**src/rtl/reg_file_sweep_pkg.sv**
```systemverilog
// rtl/reg_file_sweep_pkg.sv - shared CPU width constants, timing constants and sweep state type
`timescale 1ns/100ps

package cpu_pkg;

  // Datapath widths shared with the ALU and two's-complement unit
  localparam int DATA_W   = 8;
  localparam int ADDR_W   = 3;
  localparam int NUM_REGS = 1 << ADDR_W;

  // Nominal settle times (ns) for read data and committed writes
  localparam int RD_DLY = 2;
  localparam int WR_DLY = 1;

  typedef enum logic [0:0] {
    ST_IDLE  = 1'b0,
    ST_SWEEP = 1'b1
  } sweep_state_t;

endpackage

```
**src/rtl/reg_file_sweep_if.sv**
```systemverilog
// rtl/reg_file_sweep_if.sv - register file write/read/clear bus with control-unit and register-file views
`timescale 1ns/100ps

interface reg_file_sweep_if;
  import cpu_pkg::*;

  logic [DATA_W-1:0] IN;
  logic [ADDR_W-1:0] INADDRESS;
  logic              WRITE;
  logic [ADDR_W-1:0] OUT1ADDRESS;
  logic [ADDR_W-1:0] OUT2ADDRESS;
  logic              CLEAR_REQ;
  logic [DATA_W-1:0] OUT1;
  logic [DATA_W-1:0] OUT2;
  logic              BUSY;

  modport master (
    output IN, INADDRESS, WRITE, OUT1ADDRESS, OUT2ADDRESS, CLEAR_REQ,
    input  OUT1, OUT2, BUSY
  );

  modport slave (
    input  IN, INADDRESS, WRITE, OUT1ADDRESS, OUT2ADDRESS, CLEAR_REQ,
    output OUT1, OUT2, BUSY
  );

endinterface

```
**src/rtl/reg_file_sweep_fsm.sv**
```systemverilog
// rtl/reg_file_sweep_fsm.sv - sweep-clear sequencer: state, pointer, BUSY and per-register clear strobe
`timescale 1ns/100ps

module regfile_sweep_fsm
  import cpu_pkg::*;
(
  input  logic              CLK,
  input  logic              RESET_N,
  input  logic              clear_req,
  output logic              busy,
  output logic              clr_stb,
  output logic [ADDR_W-1:0] clr_idx
);

  localparam logic [ADDR_W-1:0] LAST_IDX = ADDR_W'(NUM_REGS - 1);

  sweep_state_t      state;
  logic [ADDR_W-1:0] ptr;

  // Sequence IDLE -> SWEEP on a clear request, one register per cycle, back to IDLE after the last
  always_ff @(posedge CLK or negedge RESET_N) begin
    if (!RESET_N) begin
      state <= ST_IDLE;
      ptr   <= '0;
      busy  <= 1'b0;
    end else begin
      case (state)
        ST_IDLE: begin
          if (clear_req) begin
            state <= ST_SWEEP;
            ptr   <= '0;
            busy  <= 1'b1;
          end
        end
        ST_SWEEP: begin
          // Pointer wraps naturally to 0 on the exit edge; requests here are ignored
          ptr <= ptr + 1'b1;
          if (ptr == LAST_IDX) begin
            state <= ST_IDLE;
            busy  <= 1'b0;
          end
        end
        default: begin
          state <= ST_IDLE;
          ptr   <= '0;
          busy  <= 1'b0;
        end
      endcase
    end
  end

  assign clr_stb = (state == ST_SWEEP);
  assign clr_idx = ptr;

endmodule

```
**src/rtl/reg_file_sweep.sv**
```systemverilog
// rtl/reg_file_sweep.sv - 8x8 register file, two async read ports, one write port, sweep clear (opt. REGFILE_FWD_EN)
`timescale 1ns/100ps

module reg_file_sweep
  import cpu_pkg::*;
(
  input  logic           CLK,
  input  logic           RESET_N,
  reg_file_sweep_if.slave bus
);

  logic [DATA_W-1:0] regs [NUM_REGS];
  logic              busy;
  logic              clr_stb;
  logic [ADDR_W-1:0] clr_idx;

  regfile_sweep_fsm u_fsm (
    .CLK       (CLK),
    .RESET_N   (RESET_N),
    .clear_req (bus.CLEAR_REQ),
    .busy      (busy),
    .clr_stb   (clr_stb),
    .clr_idx   (clr_idx)
  );

  assign bus.BUSY = busy;

  // Storage: async reset to zero, sweep clears one entry per cycle, writes only land while idle
  always_ff @(posedge CLK or negedge RESET_N) begin
    if (!RESET_N) begin
      for (int i = 0; i < NUM_REGS; i++) begin
        regs[i] <= '0;
      end
    end else if (clr_stb) begin
      regs[clr_idx] <= '0;
    end else if (bus.WRITE) begin
      regs[bus.INADDRESS] <= bus.IN;
    end
  end

`ifdef REGFILE_FWD_EN
  // A pending idle write is visible on a matching read port before it commits
  logic wr_live;
  assign wr_live  = bus.WRITE && !clr_stb;
  assign bus.OUT1 = (wr_live && (bus.INADDRESS == bus.OUT1ADDRESS)) ? bus.IN : regs[bus.OUT1ADDRESS];
  assign bus.OUT2 = (wr_live && (bus.INADDRESS == bus.OUT2ADDRESS)) ? bus.IN : regs[bus.OUT2ADDRESS];
`else
  assign bus.OUT1 = regs[bus.OUT1ADDRESS];
  assign bus.OUT2 = regs[bus.OUT2ADDRESS];
`endif

endmodule

```
**src/flat_wrapper.sv**
```systemverilog
// flat-port wrapper written by rule: the top's interface ports become plain ports
module reg_file_sweep_flat import cpu_pkg::*;
  (CLK, RESET_N, bus_IN, bus_INADDRESS, bus_WRITE, bus_OUT1ADDRESS, bus_OUT2ADDRESS, bus_CLEAR_REQ, bus_OUT1, bus_OUT2, bus_BUSY);
  reg_file_sweep_if bus_i ();
  input  logic CLK;
  input  logic RESET_N;
  input wire logic [$bits(bus_i.IN)-1:0] bus_IN;
  input wire logic [$bits(bus_i.INADDRESS)-1:0] bus_INADDRESS;
  input wire logic [$bits(bus_i.WRITE)-1:0] bus_WRITE;
  input wire logic [$bits(bus_i.OUT1ADDRESS)-1:0] bus_OUT1ADDRESS;
  input wire logic [$bits(bus_i.OUT2ADDRESS)-1:0] bus_OUT2ADDRESS;
  input wire logic [$bits(bus_i.CLEAR_REQ)-1:0] bus_CLEAR_REQ;
  output wire logic [$bits(bus_i.OUT1)-1:0] bus_OUT1;
  output wire logic [$bits(bus_i.OUT2)-1:0] bus_OUT2;
  output wire logic [$bits(bus_i.BUSY)-1:0] bus_BUSY;
  assign bus_i.IN = bus_IN;
  assign bus_i.INADDRESS = bus_INADDRESS;
  assign bus_i.WRITE = bus_WRITE;
  assign bus_i.OUT1ADDRESS = bus_OUT1ADDRESS;
  assign bus_i.OUT2ADDRESS = bus_OUT2ADDRESS;
  assign bus_i.CLEAR_REQ = bus_CLEAR_REQ;
  assign bus_OUT1 = bus_i.OUT1;
  assign bus_OUT2 = bus_i.OUT2;
  assign bus_BUSY = bus_i.BUSY;
  reg_file_sweep u_core (.CLK(CLK), .RESET_N(RESET_N), .bus(bus_i));
endmodule
```
**config.mk**
```make
export PLATFORM = sky130hd
export DESIGN_NAME = reg_file_sweep_flat
export DESIGN_NICKNAME = d
export VERILOG_FILES = /design/src/rtl/reg_file_sweep_pkg.sv /design/src/rtl/reg_file_sweep_if.sv /design/src/rtl/reg_file_sweep_fsm.sv /design/src/rtl/reg_file_sweep.sv /design/src/flat_wrapper.sv
export SDC_FILE = /design/constraint.sdc
export NUM_CORES = 1
export LEC_CHECK = 0
export BUFFER_PORTS_ARGS = -buffer_cell sky130_fd_sc_hd__buf_4
export CORE_MARGIN = 2
export CORE_UTILIZATION = 28
export CTS_CLUSTER_DIAMETER = 60
export DETAILED_ROUTE_END_ITERATION = 12
export HOLD_SLACK_MARGIN = 0.02
export SLEW_MARGIN = 15
export SYNTH_ARGS = -nofsm -noshare
export SYNTH_HDL_FRONTEND = slang
export SYNTH_SLANG_ARGS = --single-unit
```
**constraint.sdc**
```tcl
create_clock -name CLK -period 2.05 [get_ports CLK]
set_input_delay 0 -clock CLK [delete_from_list [all_inputs] [get_ports CLK]]
set_output_delay 0 -clock CLK [all_outputs]
set_load 0.03 [all_outputs]
```
==> results.cfg <==
[synth]
seq_area_frac_synth = 0.4228
synth_top_area_share = 0.4228
synth-main-ff-cell = dfrtp_1
ys_ff_latch = 69
synth-xor-area-share = 0
syn_avg_cell_area_sq_um = 13.01
syn-num-nets = 338
synth_mux_area_frac = 0.4093
synth_most_common_cell = dfrtp_1
yosysTopAreaCell = dfrtp_1
async_flop_share = 1.000
synth_edf_count = 0
synthAdderAreaFrac = 0.009191
synth_top_family_by_area = multiplexers
synth.top_cells.by_area = dfrtp_1 42%, mux2i_1 16%, mux4_1 14%
netlist_top_cells_count = 69 x dfrtp_1, 68 x nand2_1, 65 x mux2i_1
synthCells = 314
synth_compound_area_frac = 0.005208
syn_area_sq_mm = 0.004084
yosysUniqueCellTypes = 29
synth-simple-area-share = 0.1054
ys_warn_count = 0

[power_and_ir_drop]
p_sw_uw = 2175
pwr-share-seq = 0.391
p_int_uw = 3735
leakagePower_uw = 0.002393
ir_drop_mv = 0.6888
power_uw = 5910
combPwrFrac = 0.369
power.density_mw_per_mm2 = 1227
p_sw_frac = 0.3680
clkPwrFrac = 0.240

[sta]
skew_ns = 0.01014
hold_violations = 0
relSlewSlack = 0.5925
rsz0062_at_grt = no
setup_viol = 0
fin_crit_sh = 0.8496
clock.fmax_ghz = 0.5742
worst_pin_slew_ns = 0.6098
slew_viol_final = 0
setup_tns_ns = 0
fin_crit_ns = 1.742

[worst_hold_path]
holdPathStages = 3
worstHoldPathType = primary input to register

[clocking]
numCtsBuffers = 9
holdBufCountCts = 2
cts_resized = 0
cts_tree = done
cts_sinks = 69
postCtsSetupBuffers = 0
clk-insertion-delay-late_ns = 0.34
path_clk_slew_ns = 0.06
htree_levels = 3
clockBufferDepth = 2
cts.root.buffer_cell = clkbuf_16

[finish]
antenna_cells = 0
fin_nets = 375
drive_above_1_share = 0.2640
area_growth_syn_to_layout_pct = 17.95

[setup_path]
crit_fanout = 3
reg2reg_depth = 3
arrival_ns = 1.74
start_kind = register
crit_type = register to output pin
cp.required_ns = 2.05
critPathCaptureType = output pin

[floorplanning]
std_cell_rows = 44
dieArea_sq_mm = 0.01557
die_w_um = 124.8
start_util = 0.2842
die_y_um = 124.8
core_area_sq_mm = 0.01437
io_pins = 38

[place]
io_buffers = 37
place_hpwl_um = 7365
gp_congestion = 0.7573

[global_route]
grt_pass1_vias = 2925
antenna_found_initial = 0
track_usage = 0.1426
grt_pass1_wl_um = 16870
grt_overflow_total = 0
grt_max_degree = 41

[routing]
routedWlPerCell_um = 20.30
first_pass_iters = 5
drt_wl_total_um = 10960
drt-met1-wl_um = 4732
ant_nets = 0
met3_length_um = 656
wl_met2_um = 5373
drc_errors = 0
routed-via-count = 2762
top_layer = met4
drt-initial-drc-count = 123
vias_per_cell = 5.115

[run]
max_cap_violations = 0

[status]
status = finished clean
-- sequential cells by signal (all words and copies together) (netlist names) --
name / cells
u_core.regs: 64
u_core.u_fsm.clr_idx: 3
u_core.u_fsm.busy: 1
u_core.u_fsm.clr_stb: 1
-- power groups by stage --
stage / logic, uW / clock network [uW] / registers [uW]
floorplan: 1620 / 0 / 2130
detailed placement: 2200 / 0 / 2320
global placement: 2140 / 0 / 2260
CTS: 2210 / 1440 / 2300
global route: 2360 / 1510 / 2380
finish: 2180 / 1420 / 2310
-- per-stage QoR --
step | hold slack (ns) | std cells | utilization | worst slack (ns) | instance area [sq um]
floorplan | -0.2956 | 314 | - | 0.6137 | 4084
global placement | 0.01563 | 522 | 0.3152 | 0.4465 | 4529
detailed placement | 0.02324 | 522 | 0.3152 | 0.3690 | 4529
CTS | 0.04408 | 540 | 0.3352 | 0.2831 | 4817
global route | 0.06213 | 540 | 0.3352 | 0.2524 | 4817
finish | 0.04594 | 540 | 0.3352 | 0.3084 | 4817
-- layer usage --
| metal | track usage | vias to the layer above |
|---|---|---|
| met5 | 0 | - |
| met4 | 0.05552 | 0 |
| met3 | 0.03952 | 13 |
| met2 | 0.2311 | 99 |
| met1 | 0.1812 | 1419 |
| li1 | - | 1231 |
-- final cells by class --
class | instances | area, sq um
tap | 184 | 230.2
timing repair buffer | 51 | 387.9
clock buffer | 10 | 229.0
clock inverter | 6 | 38.79
sequential | 69 | 1727
inverter | 9 | 33.78
fill | 1389 | 9552
multi-input combinational | 211 | 2171
-- layout by cell type, fill, tap and decap left out, drive strengths merged, types with 2 or more instances in the layout --
master / count
dfrtp: 69
nand4bb: 3
nand4b: 3
nand3b: 3
o21ai: 2
mux2: 16
clkinvlp: 2
mux2i: 65
buf: 49
nor2: 4
inv: 10
ha: 3
dlygate4sd3: 2
nor3b: 3
nand2b: 4
nand2: 68
mux4: 32
clkbuf: 10
clkinv: 3
-- cell families (layout without fill, tap and decap cells) --
logic type / count (synthesis) / in the layout
mux: 113 / 113
simple gates: 91 / 91
flops: 69 / 69
buf+inv: 34 / 76
compound gates: 4 / 4
fa+ha+maj: 3 / 3
-- final timing paths --
kind | startpoint | slack [ns] | end
min in group asynchronous | RESET_N | 0.19 | u_core.u_fsm.clr_idx[1]$_DFFE_PN0P_
setup / recovery | u_core.regs[55]$_DFFE_PN0P_ | 0.31 | bus_OUT1[7]
setup reg to reg | u_core.u_fsm.clr_stb$_DFF_PN0_ | 0.35 | u_core.regs[8]$_DFFE_PN0P_
hold / removal | bus_IN[7] | 0.05 | u_core.regs[47]$_DFFE_PN0P_
max in group asynchronous | RESET_N | 1.22 | u_core.regs[56]$_DFFE_PN0P_
hold reg to reg | u_core.regs[56]$_DFFE_PN0P_ | 0.54 | u_core.regs[56]$_DFFE_PN0P_
-- worst max-delay path, stage by stage, from the launching register on --
cell and delay (ns):
dfrtp_1 0.41, mux4_1 0.51, mux2_2 0.31, buf_4 0.18
(Power assumes the default switching activity.)
